`config.mk`:
```
export PLATFORM = sky130hd
export DESIGN_NAME = chip_cp_out_merge
export DESIGN_NICKNAME = d
export VERILOG_FILES = /design/src/rtl/chip_bcr_parameters_pkg.sv /design/src/rtl/cp_out_fifo.sv /design/src/rtl/chip_cp_out_merge.sv
export SDC_FILE = /design/constraint.sdc
export NUM_CORES = 1
export LEC_CHECK = 0
export CAP_MARGIN = 15
export CORE_ASPECT_RATIO = 1.4
export CORE_MARGIN = 1
export CORE_UTILIZATION = 56
export CTS_CLUSTER_DIAMETER = 120
export DETAILED_ROUTE_END_ITERATION = 10
export PLACE_DENSITY_LB_ADDON = 0.12
export SLEW_MARGIN = 40
export SYNTH_ARGS = -nofsm -noshare
export SYNTH_HDL_FRONTEND = slang
export SYNTH_HIERARCHICAL = 1
export SYNTH_SLANG_ARGS = --single-unit
```
`constraint.sdc`:
```
create_clock -name clk -period 2.75 [get_ports clk]
set_clock_uncertainty 0.1 [all_clocks]
set_input_delay 0.55 -clock clk [delete_from_list [all_inputs] [get_ports clk]]
set_output_delay 0.55 -clock clk [all_outputs]
set_load 0.05 [all_outputs]
```
`src/rtl/chip_bcr_parameters_pkg.sv`:
```
// Shared control-plane output parameters and the source tag type for the merge block.
package chip_bcr_parameters_pkg;

    localparam int TEST_CP_OUT_ADDR_WIDTH = 37;
    localparam int CP_OUT_FIFO_DEPTH      = 4;

    typedef enum logic {
        CP_SRC_A = 1'b0,
        CP_SRC_B = 1'b1
    } cp_out_src_e;

endpackage

```
`src/rtl/cp_out_fifo.sv`:
```
// Purpose: small synchronous FIFO buffering one block's control-plane address stream.
// Latency: a push at edge N is poppable from edge N+1 (no bypass).
// Backpressure: full is derived from the pointers only; pushes while full are ignored.
module cp_out_fifo #(
    parameter int DATA_WIDTH = 37,
    parameter int DEPTH      = 4
) (
    input  logic                  clk,
    input  logic                  rst_n,
    input  logic                  push,
    input  logic [DATA_WIDTH-1:0] wdata,
    output logic                  full,
    input  logic                  pop,
    output logic                  empty,
    output logic [DATA_WIDTH-1:0] rdata
);

    localparam int AW = $clog2(DEPTH);

    logic [AW:0]           wr_ptr;
    logic [AW:0]           rd_ptr;
    logic [DATA_WIDTH-1:0] mem [DEPTH];

    // Extra pointer MSB distinguishes full from empty when the index bits match.
    assign empty = (wr_ptr == rd_ptr);
    assign full  = (wr_ptr[AW] != rd_ptr[AW]) && (wr_ptr[AW-1:0] == rd_ptr[AW-1:0]);
    assign rdata = mem[rd_ptr[AW-1:0]];

    always_ff @(posedge clk or negedge rst_n) begin
        if (!rst_n) begin
            wr_ptr <= '0;
            rd_ptr <= '0;
        end else begin
            if (push && !full) begin
                wr_ptr <= wr_ptr + 1'b1;
            end
            if (pop && !empty) begin
                rd_ptr <= rd_ptr + 1'b1;
            end
        end
    end

    always_ff @(posedge clk) begin
        if (push && !full) begin
            mem[wr_ptr[AW-1:0]] <= wdata;
        end
    end

endmodule

```
`src/rtl/chip_cp_out_merge.sv`:
```
// Purpose: merges block_a/block_b control-plane address streams round-robin, tagging each beat's source.
// Latency: 2 cycles input-valid to output-valid; 1 beat/cycle sustained.
// Backpressure: x_ready drops when that block's FIFO is full; output beat held while out_valid && !out_ready.
module chip_cp_out_merge
    import chip_bcr_parameters_pkg::*;
#(
    parameter int CP_OUT_ADDR_WIDTH = TEST_CP_OUT_ADDR_WIDTH,
    parameter int FIFO_DEPTH        = CP_OUT_FIFO_DEPTH
) (
    input  logic                         clk,
    input  logic                         rst_n,
    input  logic                         a_valid,
    output logic                         a_ready,
    input  logic [CP_OUT_ADDR_WIDTH-1:0] a_addr,
    input  logic                         b_valid,
    output logic                         b_ready,
    input  logic [CP_OUT_ADDR_WIDTH-1:0] b_addr,
    output logic                         out_valid,
    input  logic                         out_ready,
    output logic [CP_OUT_ADDR_WIDTH-1:0] out_addr,
    output logic                         out_src
);

    logic                         a_full;
    logic                         a_empty;
    logic [CP_OUT_ADDR_WIDTH-1:0] a_rdata;
    logic                         b_full;
    logic                         b_empty;
    logic [CP_OUT_ADDR_WIDTH-1:0] b_rdata;

    logic                         load;
    logic                         a_pop;
    logic                         b_pop;
    cp_out_src_e                  grant;
    cp_out_src_e                  last_grant;

    assign a_ready = !a_full;
    assign b_ready = !b_full;

    cp_out_fifo #(
        .DATA_WIDTH (CP_OUT_ADDR_WIDTH),
        .DEPTH      (FIFO_DEPTH)
    ) u_a_fifo (
        .clk   (clk),
        .rst_n (rst_n),
        .push  (a_valid),
        .wdata (a_addr),
        .full  (a_full),
        .pop   (a_pop),
        .empty (a_empty),
        .rdata (a_rdata)
    );

    cp_out_fifo #(
        .DATA_WIDTH (CP_OUT_ADDR_WIDTH),
        .DEPTH      (FIFO_DEPTH)
    ) u_b_fifo (
        .clk   (clk),
        .rst_n (rst_n),
        .push  (b_valid),
        .wdata (b_addr),
        .full  (b_full),
        .pop   (b_pop),
        .empty (b_empty),
        .rdata (b_rdata)
    );

    // On a tie the source that did not win last time is granted.
    always_comb begin
        grant = CP_SRC_A;
        if (!b_empty && (a_empty || last_grant == CP_SRC_A)) begin
            grant = CP_SRC_B;
        end
    end

    assign load  = (!out_valid || out_ready) && !(a_empty && b_empty);
    assign a_pop = load && (grant == CP_SRC_A);
    assign b_pop = load && (grant == CP_SRC_B);

    always_ff @(posedge clk or negedge rst_n) begin
        if (!rst_n) begin
            out_valid  <= 1'b0;
            out_addr   <= '0;
            out_src    <= 1'b0;
            last_grant <= CP_SRC_B;
        end else if (load) begin
            out_valid  <= 1'b1;
            out_addr   <= (grant == CP_SRC_B) ? b_rdata : a_rdata;
            out_src    <= grant;
            last_grant <= grant;
        end else if (out_ready) begin
            out_valid  <= 1'b0;
        end
    end

endmodule

```
==> results of run 1 <==
[cells by family (layout without fill, tap and decap cells)]
| group | Yosys count | in the layout | share of synthesized area (%) |
|---|---|---|---|
| flip-flops | 348 | 348 | 75.4 |
| AO/OA/AOI/OAI | 102 | 102 | 6.28 |
| multiplexers | 74 | 74 | 12.3 |
| buffers and inverters | 46 | 230 | 2.19 |
| AND/OR/NAND/NOR | 31 | 31 | 1.32 |
| XOR/XNOR | 18 | 18 | 1.56 |
| adder cells (fa/ha/maj) | 10 | 10 | 0.926 |
[layer usage]
| layer | wire, um | track usage (%) | vias up |
|---|---|---|---|
| met3 | 1760 | 3.81 | 44 |
| li1 | - | - | 2943 |
| met4 | 616 | 7.82 | 0 |
| met2 | 15200 | 43.0 | 257 |
| met5 | 0 | 0 | - |
| met1 | 10800 | 30.5 | 3635 |
[Yosys cell counts, types with 3 or more instances]
cell        n
nand3_1     3
a21oi_1     8
a221o_1    37
buf_4       3
clkbuf_1    7
ha_1       10
a211oi_1    4
xnor2_1    10
buf_2      16
dfrtp_1    51
mux4_2     74
o31ai_1    10
edfxtp_1  296
inv_1      10
and3_1      6
a21boi_0   30
nand2_1     8
a21boi_1    9
xor2_1      4
buf_6       8
nand2b_1    4
nor3_1      4
[flip-flops by register name (all words and copies together) (netlist names)]
name,flops
u_b_fifo/mem,148
u_b_fifo/rd_ptr,3
out_valid,1
out_src,1
last_grant,1
u_a_fifo/rd_ptr,3
u_a_fifo/mem,148
u_a_fifo/wr_ptr,3
u_b_fifo/wr_ptr,3
out_addr,37
[cell usage in the layout, fill, tap and decap left out, drive strengths merged, types with 10 or more instances in the layout]
master and instances:
buf 41, o31ai 10, xnor2 10, ha 10, dfrtp 51, edfxtp 296
inv 10, clkdlybuf4s50 116, a21boi 39, a221o 37, clkbuf 54, mux4 74
[layout make-up]
| cell class | count | area share [%] |
|---|---|---|
| Sequential cell | 348 | 62.0 |
| Timing Repair Buffer | 158 | 9.59 |
| Multi-Input combinational cell | 235 | 18.7 |
| Clock buffer | 54 | 6.70 |
| Inverter | 10 | 0.228 |
| Clock inverter | 8 | 0.532 |
| Tap cell | 306 | 2.33 |
[path summary, 6_finish.rpt]
check	startpoint	endpoint	slack [ps]	cells past startpoint
max	u_b_fifo/wr_ptr[1]$_DFFE_PN0P_	b_ready	140	5
min in group asynchronous	rst_n	out_addr[17]$_DFFE_PN0P_	430	2
max reg2reg	u_a_fifo/rd_ptr[0]$_DFFE_PN0P_	u_b_fifo/rd_ptr[2]$_DFFE_PN0P_	460	8
min	last_grant$_DFFE_PN1P_	last_grant$_DFFE_PN1P_	420	1
max in group asynchronous	rst_n	u_a_fifo/rd_ptr[0]$_DFFE_PN0P_	1490	3
min reg2reg	last_grant$_DFFE_PN1P_	last_grant$_DFFE_PN1P_	420	1
[power by group]
part / internal, mW / switching, mW
combinational: 2.97 / 4.03
clock: 2.94 / 1.85
sequential: 7.16 / 0.587
[what timing repair did]
| action | CTS | global route |
|---|---|---|
| hold buffers | 0 | 1 |
| endpoints found under the hold margin | 0 | 29 |
| setup endpoints to repair | 0 | 0 |
[per-stage QoR]
stage	util (%)	power (mW)
floorplan	-	12.5
global placement	65.1	14.6
detailed placement	65.1	14.9
CTS	70.1	19.7
global route	70.2	20.4
finish	70.2	19.5
==> impl_metrics.yaml, run 1 <==
pwr:
  peakVddDrop_mv: 0.814
  p_leak_nw: 5.61
  p_per_area_mw_per_mm2: 1190
critical_path:
  crit_family: "flip-flops"
  cp_common_cell: "inv_1"
  path_buf_inv: 3
  cp-end-kind: "output port"
  slowest_stage: "dfrtp_1"
  cp_data_arrival_time_ps: 1960
  worst_ep_required_time_ps: 2100
  path_class: "reg -> out"
  path_cells: "xnor2_1 > nand3_1 > inv_1 > inv_1 > buf_12"
  start_kind: "flip-flop"
  cp_max_fo: 7
  max_stage_delay_ps: 480
run:
  maxCapViolations: 0
clock_tree:
  cts_max_level: 2
  cts_tree: "yes"
  cts-root-buf: "clkbuf_16"
  cts_buffer_depth: 3
  cts.sinks: 348
  post_cts_resized: 0
  clk-insertion-delay-late_ps: 510
  cts_inserted_buffers: 34
  clkSlewWorstSetupHoldPaths_ps: 60
  cts_setup_buffers: 0
global_routing:
  grt_pass1_wl_um: 43500
  grt_usage_pct: 24.2
  grt_max_degree: 39
  overflow: 0
  first_global_vias: 7462
  antenna_found_initial: 0
logic_synthesis:
  syn_inst: 629
  synth_flop_cell: "edfxtp_1"
  syn-num-nets: 718
  netlist.area_leader.share_pct: 65.8
  synth_edf_count: 296
  ys_seq_area_share_pct: 75.4
  synth_cell_types: 33
  synth_area_leaders: "edfxtp_1 66%, mux4_2 12%, dfrtp_1 9.4%"
  syn_area_per_cell_um2: 21.5
  synth_top_cell_by_area: "edfxtp_1"
  synth_seq_cells: 348
  synth-warning-count: 6
  syn-cell-area_mm2: 0.0135
  ys_async_sr_fraction_pct: 14.9
placed_design:
  place_worst_setup_slack_ps: 286
  io_buffers: 119
  gp_congestion: 0.806
  dp.cells: 1056
  dpl_cell_area_mm2: 0.0153
  dp.final_hpwl_um: 17800
timing:
  finalMaxSlewViolations: 0
  hold_ws_ps: 418
  max_freq_mhz: 383
  worst_pin_slew_ps: 618
  finalHoldViolCount: 0
  setup_viol: 0
  min_period_over_period_pct: 94.9
  slew_headroom_pct: 58.8
  setup_ws_ps: 140
  period_needed_ps: 2610
  rsz0062_at_grt: "false"
  setup_tns_ps: 0
floorplanning:
  rows: 66
  die_x_um: 133
  ios: 120
  coreArea_mm2: 0.0235
  die_area_mm2: 0.0248
  fp.dieH_um: 186
  initial_core_util_pct: 57.6
routing:
  wl_um: 28400
  first_pass_iters: 5
  drtIter0Drc: 457
  drc: 0
  via_count: 6879
  vias_per_cell: 6.15
  final_antenna_net_count: 0
  wl_per_cell_um: 25.4
finish:
  syn_to_final_growth_pct: 21.8
  seq_area_mm2: 0.0102
  diodes: 0
  design_area_mm2: 0.0165
  multiInputGateArea_mm2: 0.00307
  final_cell_count_no_fill: 1119
  drive_gt1_share_pct: 23.2
  fillers: 1466
  layout.nets: 876
outcome:
  outcome: "completed"
worst_hold_path:
  hold_path.class: "reg -> reg"
Note: power is estimated with default switching activity, not from simulation.
==> run 2, diff against run 1 <==
--- a/config.mk
+++ b/config.mk
@@ -10,6 +10,7 @@
 export CORE_MARGIN = 1
 export CORE_UTILIZATION = 56
 export CTS_CLUSTER_DIAMETER = 120
+export CTS_CLUSTER_SIZE = 25
 export DETAILED_ROUTE_END_ITERATION = 10
 export PLACE_DENSITY_LB_ADDON = 0.12
 export SLEW_MARGIN = 40
==> impl_metrics.yaml, run 2 (synthesis results as in run 1) <==
floorplanning:
  die_area_mm2: 0.0248
  die_x_um: 133
  rows: 66
  initial_core_util_pct: 57.6
  fp.dieH_um: 186
  coreArea_mm2: 0.0235
  ios: 120
finish:
  post-route-util_pct: 67.2
  fillers: 1562
  syn_to_final_growth_pct: 16.5
  drive_gt1_share_pct: 19.9
  layout.nets: 859
  diodes: 0
  final_cell_mix: "296 x edfxtp_1, 116 x clkdlybuf4s50_1, 74 x mux4_2, 47 x dfrtp_1, 37 x a221o_1"
  design_area_mm2: 0.0158
  layout_commonest_cell: "edfxtp_1"
run:
  maxCapViolations: 0
timing:
  finalMaxSlewViolations: 0
  finalHoldViolCount: 0
  setup_tns_ps: 0
  max_freq_mhz: 382
  worst_pin_slew_ps: 592
  rsz0062_at_grt: "false"
  slew_headroom_pct: 60.5
  setup_viol: 0
  min_period_over_period_pct: 95.2
  period_needed_ps: 2620
  setup_ws_ps: 131
routing:
  vias_per_cell: 6.14
  maxUsedRoutingLayer: "met4"
  wl_met1_um: 10800
  first_pass_iters: 4
  wl_per_cell_um: 25.2
  route.met2.wl_um: 14800
  wl_um: 27400
  drc: 0
  via_count: 6664
  met3RoutedLength_um: 1430
  drtIter0Drc: 522
  final_antenna_net_count: 0
clock_tree:
  cts-root-buf: "clkbuf_16"
  cts_inserted_buffers: 17
  cts_buffer_depth: 3
  clk-insertion-delay-late_ps: 500
  clkSlewWorstSetupHoldPaths_ps: 100
  cts.sinks: 348
  cts_tree: "yes"
  cts_max_level: 1
critical_path:
  path_class: "reg -> out"
  path_buf_inv: 3
  path_cells: "xnor2_1 > nand3_1 > inv_1 > inv_1 > buf_12"
  cp_max_fo: 7
  start_kind: "flip-flop"
  worst_ep_required_time_ps: 2100
  cp-end-kind: "output port"
  crit_family: "flip-flops"
  cp_common_cell: "inv_1"
  slowest_stage: "dfrtp_1"
  cp_data_arrival_time_ps: 1970
  max_stage_delay_ps: 500
placed_design:
  dpl_cell_area_mm2: 0.0153
  dp.final_hpwl_um: 17800
  gp_congestion: 0.806
  place_worst_setup_slack_ps: 286
  io_buffers: 119
global_routing:
  grt_pass1_wl_um: 42400
  overflow: 0
  antenna_found_initial: 0
  grt_max_degree: 39
  first_global_vias: 7238
  grt_usage_pct: 23.3
pwr:
  p_per_area_mw_per_mm2: 1100
  p_leak_nw: 5.25
  peakVddDrop_mv: 0.704
  power_mw: 17.4
outcome:
  outcome: "completed"
worst_hold_path:
  hold_path.class: "reg -> reg"
run 2: power breakdown:
part           leakage (nW)  internal [mW]  total [mW]  switching, mW
combinational          1.68           2.97        6.95           3.98
sequential             3.34           7.15        7.72          0.575
clock                 0.230           1.21        2.70           1.50
run 2: worst paths after layout:
path / from / to / slack, ps / cells after the start
max in group asynchronous: rst_n / u_a_fifo/rd_ptr[0]$_DFFE_PN0P_ / 1500 / 3
hold / removal: last_grant$_DFFE_PN1P_ / last_grant$_DFFE_PN1P_ / 420 / 1
hold reg to reg: last_grant$_DFFE_PN1P_ / last_grant$_DFFE_PN1P_ / 420 / 1
min in group asynchronous: rst_n / out_addr[14]$_DFFE_PN0P_ / 440 / 2
setup / recovery: u_b_fifo/wr_ptr[1]$_DFFE_PN0P_ / b_ready / 130 / 5
setup reg to reg: u_b_fifo/wr_ptr[1]$_DFFE_PN0P_ / out_addr[23]$_DFFE_PN0P_ / 470 / 7
run 2: stage by stage:
stage / hold WS (ps) / cells
2_1_floorplan: 154 / 629
3_3_place_gp: 405 / 1056
3_5_place_dp: 404 / 1056
4_1_cts: 30.9 / 1085
5_1_grt: 435 / 1086
6_report: 424 / 1086
run 2: routing by layer:
| layer | vias to the layer above | global-route usage (%) |
|---|---|---|
| li1 | 2881 | - |
| met4 | 0 | 5.82 |
| met1 | 3525 | 30.3 |
| met5 | - | 0 |
| met3 | 34 | 2.70 |
| met2 | 224 | 42.0 |
run 2: timing repair:
item / CTS / global route
hold endpoints to repair: 0 / 29
setup buffers: 0 / 0
gates resized for setup: 0 / 0
hold buffers: 0 / 1
run 2: cell type report:
| class | count | area [um2] | area share (%) |
|---|---|---|---|
| repair buffers | 158 | 1580 | 10.0 |
| flip-flops and latches | 348 | 10200 | 64.8 |
| multi-input cells | 235 | 3070 | 19.5 |
| inverters | 10 | 37.5 | 0.238 |
| well taps | 306 | 383 | 2.43 |
| clock buffers | 29 | 480 | 3.05 |
run 2: worst reg2reg max path, stage by stage, from the launching register on:
cell,delay [ps]
dfrtp_1,530
xor2_1,340
nor3_1,90
buf_4,170
nand2_2,210
buf_4,270
a21boi_0,150
a221o_1,290
